==> config.mk <==
export PLATFORM = sky130hd
export DESIGN_NAME = sif_resp
export DESIGN_NICKNAME = d
export VERILOG_FILES = /design/src/rtl/sif_resp.sv
export SDC_FILE = /design/constraint.sdc
export NUM_CORES = 1
export LEC_CHECK = 0
export ABC_AREA = 1
export CORE_MARGIN = 5
export CORE_UTILIZATION = 55
export DETAILED_ROUTE_END_ITERATION = 10
export PLACE_DENSITY_LB_ADDON = 0.12
export SLEW_MARGIN = 10
export SYNTH_ARGS = -nofsm -noshare
export SYNTH_HDL_FRONTEND = slang
export SYNTH_SLANG_ARGS = --single-unit
export TNS_END_PERCENT = 20
==> constraint.sdc <==
create_clock -name clk -period 4.05 [get_ports clk]
set_clock_uncertainty 0.2 [all_clocks]
set_input_delay 0.81 -clock clk [delete_from_list [all_inputs] [get_ports clk]]
set_output_delay 0.81 -clock clk [all_outputs]
set_load 0.03 [all_outputs]
==> src/rtl/sif_resp.sv <==
// SIF responder: XA register bank with latency-1 reads, plus a WA forward FIFO of accepted writes.
// Optional feature macro SIF_STATUS_EN: maps a read-only status word at 16'hFFFF (a write there clears ovf).
module sif_resp #(
  parameter int DEPTH  = 16,
  parameter int QDEPTH = 4
) (
  input  logic        clk,
  input  logic        rst_n,
  input  logic [15:0] xa_addr,
  input  logic [15:0] xa_data_wr,
  input  logic        xa_wr_s,
  input  logic        xa_rd_s,
  output logic [15:0] xa_data_rd,
  output logic        xa_rd_vld,
  output logic        xa_busy,
  output logic [15:0] wa_addr,
  output logic [15:0] wa_data_wr,
  output logic        wa_vld,
  input  logic        wa_wr_s,
  output logic        ovf
);

  localparam int AW = (DEPTH > 1) ? $clog2(DEPTH) : 1;
  localparam int PW = $clog2(QDEPTH);
  localparam int CW = PW + 1;
  localparam logic [16:0]   DEPTH_LIM = 17'(DEPTH);
  localparam logic [CW-1:0] QFULL     = CW'(QDEPTH);

  logic [15:0]   reg_bank [DEPTH];
  logic [15:0]   fifo_addr [QDEPTH];
  logic [15:0]   fifo_data [QDEPTH];

  logic [PW-1:0] wr_ptr_reg, wr_ptr_next;
  logic [PW-1:0] rd_ptr_reg, rd_ptr_next;
  logic [CW-1:0] count_reg, count_next;
  logic          ovf_reg, ovf_next;
  logic [15:0]   rd_data_reg, rd_data_next;
  logic          rd_vld_reg;

  logic          in_range;
  logic [AW-1:0] reg_idx;
  logic          wr_hit;
  logic          fifo_full;
  logic          fifo_empty;
  logic          pop;
  logic          push_ok;
  logic          push_drop;
  logic          stat_hit;
  logic          ovf_clr;
  logic [15:0]   status_word;

  // ---------------------------------------------------------------------------
  // Address decode
  // ---------------------------------------------------------------------------
  assign in_range   = ({1'b0, xa_addr} < DEPTH_LIM);
  assign reg_idx    = xa_addr[AW-1:0];
  assign wr_hit     = xa_wr_s && in_range;

  assign fifo_full  = (count_reg == QFULL);
  assign fifo_empty = (count_reg == '0);
  assign pop        = wa_wr_s && !fifo_empty;

  // A simultaneous pop frees a slot, so a push into a full FIFO still lands.
  assign push_ok    = wr_hit && (!fifo_full || pop);
  assign push_drop  = wr_hit && fifo_full && !pop;

`ifdef SIF_STATUS_EN
  assign stat_hit    = (xa_addr == 16'hFFFF);
  assign ovf_clr     = xa_wr_s && stat_hit;
  assign status_word = {ovf_reg, fifo_full, !fifo_empty, 9'b0, 4'(count_reg)};
`else
  assign stat_hit    = 1'b0;
  assign ovf_clr     = 1'b0;
  assign status_word = 16'h0000;
`endif

  // ---------------------------------------------------------------------------
  // Register bank: one resettable 16-bit register per address
  // ---------------------------------------------------------------------------
  for (genvar gi = 0; gi < DEPTH; gi++) begin : g_reg
    always_ff @(posedge clk) begin
      if (!rst_n) begin
        reg_bank[gi] <= '0;
      end else if (wr_hit && (reg_idx == AW'(gi))) begin
        reg_bank[gi] <= xa_data_wr;
      end
    end
  end

  // ---------------------------------------------------------------------------
  // Read path: sampled from pre-edge contents, so a same-cycle write is not seen
  // ---------------------------------------------------------------------------
  always_comb begin
    rd_data_next = rd_data_reg;
    if (xa_rd_s) begin
      if (in_range) begin
        rd_data_next = reg_bank[reg_idx];
      end else if (stat_hit) begin
        rd_data_next = status_word;
      end else begin
        rd_data_next = 16'h0000;
      end
    end
  end

  always_ff @(posedge clk) begin
    if (!rst_n) begin
      rd_data_reg <= '0;
      rd_vld_reg  <= 1'b0;
    end else begin
      rd_data_reg <= rd_data_next;
      rd_vld_reg  <= xa_rd_s;
    end
  end

  // ---------------------------------------------------------------------------
  // WA forward FIFO
  // ---------------------------------------------------------------------------
  always_comb begin
    wr_ptr_next = wr_ptr_reg;
    rd_ptr_next = rd_ptr_reg;
    count_next  = count_reg;
    ovf_next    = ovf_reg;

    if (push_ok) begin
      wr_ptr_next = wr_ptr_reg + 1'b1;
    end
    if (pop) begin
      rd_ptr_next = rd_ptr_reg + 1'b1;
    end

    case ({push_ok, pop})
      2'b10:   count_next = count_reg + 1'b1;
      2'b01:   count_next = count_reg - 1'b1;
      default: count_next = count_reg;
    endcase

    if (ovf_clr) begin
      ovf_next = 1'b0;
    end else if (push_drop) begin
      ovf_next = 1'b1;
    end
  end

  always_ff @(posedge clk) begin
    if (!rst_n) begin
      wr_ptr_reg <= '0;
      rd_ptr_reg <= '0;
      count_reg  <= '0;
      ovf_reg    <= 1'b0;
    end else begin
      wr_ptr_reg <= wr_ptr_next;
      rd_ptr_reg <= rd_ptr_next;
      count_reg  <= count_next;
      ovf_reg    <= ovf_next;
    end
  end

  // Storage needs no reset; the head is masked while the FIFO is empty.
  always_ff @(posedge clk) begin
    if (push_ok) begin
      fifo_addr[wr_ptr_reg] <= xa_addr;
      fifo_data[wr_ptr_reg] <= xa_data_wr;
    end
  end

  // ---------------------------------------------------------------------------
  // Outputs
  // ---------------------------------------------------------------------------
  assign xa_data_rd = rd_data_reg;
  assign xa_rd_vld  = rd_vld_reg;
  assign xa_busy    = fifo_full;
  assign wa_vld     = !fifo_empty;
  assign wa_addr    = fifo_empty ? 16'h0000 : fifo_addr[rd_ptr_reg];
  assign wa_data_wr = fifo_empty ? 16'h0000 : fifo_data[rd_ptr_reg];
  assign ovf        = ovf_reg;

endmodule

==> impl_metrics.env, run 1 <==
export IMPL_period_share_pct=86.3
export IMPL_relSlewSlack_pct=39.1
export IMPL_dieArea_um2=35900
export IMPL_overflow=0
export IMPL_intPower_w=0.00705
export IMPL_cp_required_ps=3040
export IMPL_port_buffers=88
export IMPL_fin_tns_setup_ps=0
export IMPL_rsz0062_at_grt="false"
export IMPL_cts_hold_buffers=0
export IMPL_power_frac_comb_pct=5.6
export IMPL_ys_seq_elements=411
export IMPL_p_seq_share_pct=53.3
export IMPL_synth_xor_area_share_pct=0
export IMPL_die_w_um=189
export IMPL_path_class="reg2out"
export IMPL_drive_gt1_share_pct=12.0
export IMPL_routed_wl_um=45900
export IMPL_cts_setup_buffers=0
export IMPL_fmax_ghz=0.286
export IMPL_cp_max_fo=50
export IMPL_nFillCells=2535
export IMPL_arrival_ps=2490
export IMPL_synth_compound_area_share_pct=8.21
export IMPL_reg2regPathDepth=11
export IMPL_synth_top_family_by_area="simple AND/OR/NAND/NOR gates"
export IMPL_outcome="finished clean"
export IMPL_cts_path_max_buffers=3
export IMPL_row_count=65
export IMPL_grt_pass1_vias=11955
export IMPL_peakVddDrop_v=0.000310
export IMPL_avgSynthCellArea_um2=10.9
export IMPL_setup_viol=0
export IMPL_maxCapViolCount=0
export IMPL_synthSimpleGateAreaFrac_pct=16.9
export IMPL_drc_errors=0
export IMPL_synth_nets=1674
export IMPL_area_growth_syn_to_layout_pct=14.8
export IMPL_synth_distinct_cells=30
export IMPL_netlist_instances=1632
export IMPL_largest_reg_flops=256
export IMPL_antenna_left=0
export IMPL_drtIter0Drc=1107
export IMPL_cts_tree="done"
export IMPL_die_h_um=189
export IMPL_cts_resized=0
export IMPL_dp_hpwl_um=29300
export IMPL_htreeDepth=2
export IMPL_synthAdderAreaFrac_pct=0.395
export IMPL_clkSlewWorstSetupHoldPaths_ps=60
export IMPL_dr_pass1_iters=5
export IMPL_start_util_pct=55.9
export IMPL_power_switching_w=0.00196
export IMPL_period_needed_ps=3500
export IMPL_final_cell_mix="439 x nor2_1, 384 x edfxtp_1, 160 x o21ai_0"
export IMPL_largestRegisters="reg_bank: 256 flops, fifo_addr: 64 flops, fifo_data: 64 flops"
export IMPL_gp_congestion=0.906
export IMPL_cts_num_sinks=411
export IMPL_yosysWarnings=0
export IMPL_finalHoldViolations=0
export IMPL_antenna_found_initial=0
export IMPL_track_usage_pct=25.7
export IMPL_fin_util_pct=64.2
export IMPL_dr_total_vias=12161
export IMPL_clock_power_share_pct=41.1
export IMPL_core_area_um2=31700
export IMPL_wl_per_cell_um=21.3
export IMPL_power_leakage_nw=7.65
export IMPL_synthMuxAreaShare_pct=0
export IMPL_num_io_pins=89
export IMPL_crit_path_end_kind="output pin"
export IMPL_via_per_inst=5.64
export IMPL_grt_pass1_wl_um=70900
export IMPL_hold_class="reg2reg"
export IMPL_final_nets=1767
export IMPL_netlist_area_um2=17700
export IMPL_worstHoldPathCells=2
export IMPL_synth_seq_area_share_pct=68.1
export IMPL_cp_start_kind="flip-flop"
export IMPL_cts_made_buffers=42
export IMPL_diodes=0
export IMPL_power_per_cell_area_nw_per_um2=443
export IMPL_clk_latency_ps=540
export IMPL_largest_register="reg_bank"
export IMPL_swShare_pct=21.7
export IMPL_root_buffer="clkbuf_16"
export IMPL_worst_pin_slew_ps=913
export IMPL_final_max_slew_viol_count=0
export IMPL_grt_max_degree=64
export IMPL_final_common_cell="nor2_1"
==> through the flow <==
step / std cells / setup slack [ps] / hold WS (ps) / instance area (um^2) / power (W)
floorplan: 1632 / 559 / 236 / 17700 / 0.00514
global placement: 2083 / 523 / 251 / 19000 / 0.00538
detailed placement: 2083 / 466 / 257 / 19000 / 0.00539
CTS: 2156 / 558 / 275 / 20300 / 0.00904
global route: 2156 / 370 / 296 / 20300 / 0.00927
finish: 2156 / 554 / 271 / 20300 / 0.00900
==> final timing paths <==
check | start | endpoint | slack, ps
min reg2reg | rd_ptr_reg[1] | rd_ptr_reg[1] | 270
min | rd_ptr_reg[1] | rd_ptr_reg[1] | 270
max reg2reg | count_reg[2] | count_reg[2] | 1760
max | flip-flop | wa_data_wr[0] | 550
==> power by group through the flow <==
stage | Clock [W] | Sequential (W) | Combinational (W)
final | 0.00370 | 0.00480 | 0.000507
after floorplan | 0 | 0.00488 | 0.000259
after detailed placement | 0 | 0.00489 | 0.000502
after global routing | 0.00391 | 0.00481 | 0.000546
after CTS | 0.00374 | 0.00480 | 0.000504
after global placement | 0 | 0.00488 | 0.000495
==> final cells by class <==
cell class | count | area (um^2) | share of cell area [%]
Sequential cell | 411 | 12100 | 59.3
Multi-Input combinational cell | 965 | 4560 | 22.4
Timing Repair Buffer | 146 | 1310 | 6.42
Clock buffer | 54 | 1170 | 5.74
Inverter | 159 | 602 | 2.96
Tap cell | 402 | 503 | 2.47
Clock inverter | 19 | 138 | 0.676
==> synthesized netlist by cell type <==
library cell / n / area share (%)
o22ai_1: 49 / 1.7
nor2_4: 3 / 0.19
edfxtp_1: 384 / 65
buf_6: 16 / 1.0
a21oi_1: 41 / 1.2
buf_1: 7 / 0.15
nand2_1: 157 / 3.3
nor3_2: 1 / 0.056
nand4_1: 13 / 0.46
inv_2: 4 / 0.085
nor2_8: 3 / 0.34
nand3_4: 17 / 1.7
clkbuf_1: 44 / 0.93
o21a_1: 1 / 0.042
nor2_1: 445 / 9.4
ha_1: 4 / 0.28
o21ai_0: 176 / 5.0
nand3_1: 19 / 0.54
nand2_2: 3 / 0.11
inv_6: 1 / 0.049
dfxtp_1: 27 / 3.1
clkbuf_2: 1 / 0.028
and2_1: 1 / 0.035
buf_2: 25 / 0.71
clkinv_1: 1 / 0.021
inv_1: 153 / 3.2
nor2_2: 20 / 0.71
o21ai_1: 11 / 0.31
fa_1: 1 / 0.11
buf_4: 4 / 0.17
==> metal layers <==
layer  track usage [%]  routed length [um]  share of wire, %
met5                 0                   0                 0
met4              7.82                1350               2.9
met3              4.11                3710               8.1
met2              41.9               21900                48
met1              36.1               19000                41
==> worst max-delay path, stage by stage, from the launching register on <==
cell	delay, ps
dfxtp_2	520
clkinv_1	400
buf_4	410
o21ai_0	250
a21oi_1	150
buf_4	210
==> logic make-up (layout without fill, tap and decap cells) <==
logic type | after synthesis | count (layout)
and+or+nand+nor | 682 | 682
DFF | 411 | 411
adders and majority gates | 5 | 5
buffers and inverters | 256 | 378
AOI/OAI and AO/OA | 278 | 278
Note: power is estimated with default switching activity, not from simulation.
==> run 2: changes to the inputs <==
==> constraint.sdc (replaced) <==
create_clock -name clk -period 3.4 [get_ports clk]
set_clock_uncertainty 0.2 [all_clocks]
set_input_delay 0.68 -clock clk [delete_from_list [all_inputs] [get_ports clk]]
set_output_delay 0.68 -clock clk [all_outputs]
set_load 0.03 [all_outputs]
==> impl_metrics.env, run 2 (synthesis gave the netlist of run 1 again) <==
export IMPL_arrival_ps=2340
export IMPL_port_buffers=88
export IMPL_track_usage_pct=26.1
export IMPL_diodes=0
export IMPL_largestRegisters="reg_bank: 256 flops, fifo_addr: 64 flops, fifo_data: 64 flops"
export IMPL_cp_slowest_cell="inv_1"
export IMPL_hold_class="reg2reg"
export IMPL_met2WireLength_um=22400
export IMPL_cts_made_buffers=43
export IMPL_rrSetupSlack_ps=1190
export IMPL_dpl_cell_count=2117
export IMPL_fin_tns_setup_ps=0
export IMPL_cts_resized=0
export IMPL_top_layer_used="met4"
export IMPL_area_growth_syn_to_layout_pct=18.2
export IMPL_die_h_um=189
export IMPL_clkSlewWorstSetupHoldPaths_ps=60
export IMPL_power_w=0.0110
export IMPL_holdWs_ps=267
export IMPL_timing_rr_start="count_reg[0]"
export IMPL_cp_start_kind="flip-flop"
export IMPL_clock_power_share_pct=41.9
export IMPL_wl_per_cell_um=21.4
export IMPL_dr_total_vias=12389
export IMPL_die_w_um=189
export IMPL_fmax_ghz=0.311
export IMPL_setup_viol=0
export IMPL_final_common_cell="nor2_1"
export IMPL_hold_start="rd_ptr_reg[1]"
export IMPL_gp_congestion=0.893
export IMPL_largest_register="reg_bank"
export IMPL_power_per_cell_area_nw_per_um2=526
export IMPL_final_max_slew_viol_count=0
export IMPL_clk_latency_ps=530
export IMPL_path_common_cell="buf_4"
export IMPL_dieArea_um2=35900
export IMPL_via_per_inst=5.64
export IMPL_r2r_end="fifo_data[2][0]"
export IMPL_cts_setup_buffers=0
export IMPL_cts_hold_buffers=0
export IMPL_antenna_found_initial=0
export IMPL_drc_errors=0
export IMPL_grt_pass1_vias=11907
export IMPL_core_area_um2=31700
export IMPL_outcome="finished clean"
export IMPL_final_nets=1802
export IMPL_wl_met1_um=19400
export IMPL_grt_max_degree=65
export IMPL_largest_reg_flops=256
export IMPL_path_class="reg2out"
export IMPL_power_frac_comb_pct=6.2
export IMPL_wl_met3_um=3810
export IMPL_period_share_pct=94.7
export IMPL_dpl_cell_area_um2=19500
export IMPL_p_seq_share_pct=51.9
export IMPL_drtIter0Drc=1358
export IMPL_num_io_pins=89
export IMPL_start_util_pct=55.9
export IMPL_cp_required_ps=2520
export IMPL_htreeDepth=2
export IMPL_final_cell_area_um2=20900
export IMPL_dr_pass1_iters=5
export IMPL_finalHoldViolations=0
export IMPL_peakVddDrop_v=0.000438
export IMPL_cts_num_sinks=411
export IMPL_root_buffer="clkbuf_16"
export IMPL_row_count=65
export IMPL_period_needed_ps=3220
export IMPL_overflow=0
export IMPL_final_cell_mix="439 x nor2_1, 384 x edfxtp_1, 160 x o21ai_0"
export IMPL_nFillCells=2456
export IMPL_intPower_w=0.00863
export IMPL_dp_hpwl_um=30800
export IMPL_rsz0062_at_grt="false"
export IMPL_routed_wl_um=47000
export IMPL_worst_pin_slew_ps=932
export IMPL_power_switching_w=0.00238
export IMPL_relSlewSlack_pct=37.8
export IMPL_antenna_left=0
export IMPL_drive_gt1_share_pct=13.8
export IMPL_power_leakage_nw=7.94
export IMPL_grt_pass1_wl_um=71200
export IMPL_worstHoldPathCells=2
export IMPL_maxCapViolCount=0
export IMPL_cts_path_max_buffers=3
export IMPL_cp_max_fo=23
export IMPL_crit_path_end_kind="output pin"
export IMPL_max_stage_delay_ps=680
export IMPL_reg2regPathDepth=7
export IMPL_swShare_pct=21.7
export IMPL_fin_cells=2195
export IMPL_crit_chain="inv_1 -> buf_4 -> nor2_1 -> o21ai_0 -> a21oi_1 -> buf_4"
export IMPL_cts_tree="done"
## run 2: power by group through the flow
stage	combinational (W)	sequential, W	clock, W
after floorplan	0.000309	0.00581	0
after global placement	0.000664	0.00581	0
after detailed placement	0.000671	0.00582	0
after CTS	0.000675	0.00571	0.00466
after global routing	0.000722	0.00573	0.00488
final	0.000680	0.00571	0.00462
## run 2: metal layers
layer | global-route usage [%] | up-vias
met5 | 0 | -
met4 | 7.82 | 0
met3 | 3.98 | 92
met2 | 42.6 | 548
met1 | 36.7 | 6011
li1 | - | 5738
## run 2: worst max path at each step
stage / from / to / cells past startpoint
2_1_floorplan: xa_addr[12] / fifo_addr[0][0] / 7
3_3_place_gp: xa_addr[12] / fifo_data[2][12] / 9
3_5_place_dp: xa_addr[12] / fifo_data[2][11] / 9
4_1_cts: flip-flop / wa_addr[1] / 6
5_1_grt: flip-flop / wa_addr[11] / 6
6_report: flip-flop / wa_addr[11] / 6
## run 2: final cells by class
class                   instances  area [um^2]  share of cell area [%]
clock buffers                  59         1220                    5.83
clock inverters                19          168                   0.801
inverters                     159          602                    2.87
multi-input cells             965         4560                    21.8
flip-flops and latches        411        12100                    57.7
well taps                     402          503                    2.40
repair buffers                180         1820                    8.67
## run 2: critical path, delay by kind of cell, from the launching register on
kind | cells | cell delay, ps
simple gates | 1 | 60
buf+inv | 3 | 1200
compound gates | 2 | 200
flops | 1 | 330
## run 2: metrics by stage
step	utilization, %	setup slack (ps)
after global placement	61.6	169
after detailed placement	61.6	116
after CTS	66.0	109
final	66.0	181
after floorplan	-	38.7
after global routing	66.0	14.4
==> run 3: changes to the inputs <==
--- a/config.mk
+++ b/config.mk
@@ -8,6 +8,7 @@
 export ABC_AREA = 1
 export CORE_MARGIN = 5
 export CORE_UTILIZATION = 55
+export CTS_CLUSTER_DIAMETER = 50
 export DETAILED_ROUTE_END_ITERATION = 10
 export PLACE_DENSITY_LB_ADDON = 0.12
 export SLEW_MARGIN = 10
==> impl_metrics.env, run 3 (synthesis gave the netlist of run 1 again) <==
export IMPL_dp_hpwl_um=30800
export IMPL_core_area_um2=31700
export IMPL_drc_errors=0
export IMPL_cts_path_max_buffers=3
export IMPL_gp_congestion=0.893
export IMPL_arrival_ps=2360
export IMPL_maxCapViolCount=0
export IMPL_cp_start_kind="flip-flop"
export IMPL_antenna_left=0
export IMPL_swShare_pct=21.8
export IMPL_start_util_pct=55.9
export IMPL_htreeDepth=2
export IMPL_rsz0062_at_grt="false"
export IMPL_clkSlewWorstSetupHoldPaths_ps=60
export IMPL_relSlewSlack_pct=37.2
export IMPL_final_common_cell="nor2_1"
export IMPL_die_w_um=189
export IMPL_largestRegisters="reg_bank: 256 flops, fifo_addr: 64 flops, fifo_data: 64 flops"
export IMPL_diodes=0
export IMPL_finalHoldViolations=0
export IMPL_die_h_um=189
export IMPL_p_seq_share_pct=52.2
export IMPL_grt_max_degree=65
export IMPL_reg2regPathDepth=7
export IMPL_r2r_end="fifo_data[2][6]"
export IMPL_area_growth_syn_to_layout_pct=18.1
export IMPL_via_per_inst=5.57
export IMPL_overflow=0
export IMPL_clk_latency_ps=540
export IMPL_wl_per_cell_um=21.3
export IMPL_fmax_ghz=0.309
export IMPL_worst_pin_slew_ps=941
export IMPL_dieArea_um2=35900
export IMPL_power_switching_w=0.00239
export IMPL_hold_class="reg2reg"
export IMPL_path_class="reg2out"
export IMPL_hold_start="rd_ptr_reg[1]"
export IMPL_cp_max_fo=23
export IMPL_dpl_cell_count=2117
export IMPL_multiInputGateArea_um2=4560
export IMPL_regArea_um2=12100
export IMPL_clock_power_share_pct=41.6
export IMPL_final_max_slew_viol_count=0
export IMPL_cts_num_sinks=411
export IMPL_fin_util_pct=66.0
export IMPL_routed_wl_um=46800
export IMPL_final_cell_area_um2=20900
export IMPL_power_leakage_nw=7.92
export IMPL_nFillCells=2462
export IMPL_period_share_pct=95.3
export IMPL_antenna_found_initial=0
export IMPL_row_count=65
export IMPL_dr_total_vias=12218
export IMPL_drtIter0Drc=1435
export IMPL_worstHoldPathCells=2
export IMPL_root_buffer="clkbuf_16"
export IMPL_period_needed_ps=3240
export IMPL_outcome="finished clean"
export IMPL_power_per_cell_area_nw_per_um2=523
export IMPL_cts_tree="done"
export IMPL_cts_hold_buffers=0
export IMPL_largest_register="reg_bank"
export IMPL_grt_pass1_wl_um=70700
export IMPL_dr_pass1_iters=5
export IMPL_largest_reg_flops=256
export IMPL_final_nets=1804
export IMPL_drive_gt1_share_pct=13.6
export IMPL_final_cell_mix="439 x nor2_1, 384 x edfxtp_1, 160 x o21ai_0"
export IMPL_intPower_w=0.00856
export IMPL_grt_pass1_vias=11795
export IMPL_track_usage_pct=25.9
export IMPL_rrSetupSlack_ps=1190
export IMPL_setup_viol=0
export IMPL_num_io_pins=89
export IMPL_dpl_cell_area_um2=19500
export IMPL_crit_path_end_kind="output pin"
export IMPL_peakVddDrop_v=0.000421
export IMPL_port_buffers=88
export IMPL_fin_tns_setup_ps=0
export IMPL_power_frac_comb_pct=6.2
export IMPL_timing_rr_start="count_reg[0]"
export IMPL_holdWs_ps=267
export IMPL_fin_cells=2195
export IMPL_cts_made_buffers=45
export IMPL_cp_required_ps=2520
run 3: cell types whose count changed in the layout (fill, tap and decap cells not counted):
cell / before / now
bufinv_16: 3 / 2
clkinvlp_4: 0 / 2
clkinv_4: 0 / 1
clkinv_2: 8 / 4
clkbuf_1: 10 / 13
clkbuf_2: 1 / 0
run 3: metal layers:
metal / vias up / routed length [um] / global-route usage [%]
met4: 0 / 1360 / 7.51
met2: 521 / 22300 / 42.4
li1: 5743 / - / -
met3: 82 / 3960 / 3.87
met5: - / 0 / 0
met1: 5872 / 19200 / 36.6
run 3: critical path: stages, from the launching register on:
cell and delay (ps):
dfxtp_1 330, inv_1 690, buf_4 320, nor2_1 60, o21ai_0 90, a21oi_1 120, buf_4 200
run 3: how the worst max path moves through the flow:
stage | start | end | slack [ps] | cells after the start
2_1_floorplan | xa_addr[12] | fifo_addr[0][0] | 40 | 7
3_3_place_gp | xa_addr[12] | fifo_data[2][12] | 170 | 9
3_5_place_dp | xa_addr[12] | fifo_data[2][11] | 120 | 9
4_1_cts | flip-flop | wa_addr[1] | 110 | 6
5_1_grt | flip-flop | wa_addr[11] | 20 | 6
6_report | flip-flop | wa_addr[11] | 160 | 6
run 3: repair_timing:
action / CTS / global route
setup endpoints to repair: 0 / 1
resized for setup: 0 / 1
buffers inserted: 0 / 0
run 3: area by class of cell:
| type | instances | area share [%] |
|---|---|---|
| multi-input combinational | 965 | 21.8 |
| clock inverter | 17 | 0.676 |
| tap | 402 | 2.40 |
| sequential | 411 | 57.7 |
| timing repair buffer | 180 | 8.68 |
| inverter | 159 | 2.88 |
| clock buffer | 61 | 5.87 |
run 3: power by group through the flow:
stage	registers, W	clock network, W	logic (W)
detailed placement	0.00582	0	0.000671
floorplan	0.00581	0	0.000309
finish	0.00572	0.00456	0.000680
global placement	0.00581	0	0.000664
CTS	0.00571	0.00460	0.000674
global route	0.00573	0.00483	0.000721
run 3: through the flow:
step / total power (W) / setup WS (ps)
after detailed placement: 0.00649 / 116
after global placement: 0.00648 / 169
after CTS: 0.0110 / 107
after global routing: 0.0113 / 24.1
after floorplan: 0.00612 / 38.7
final: 0.0110 / 160
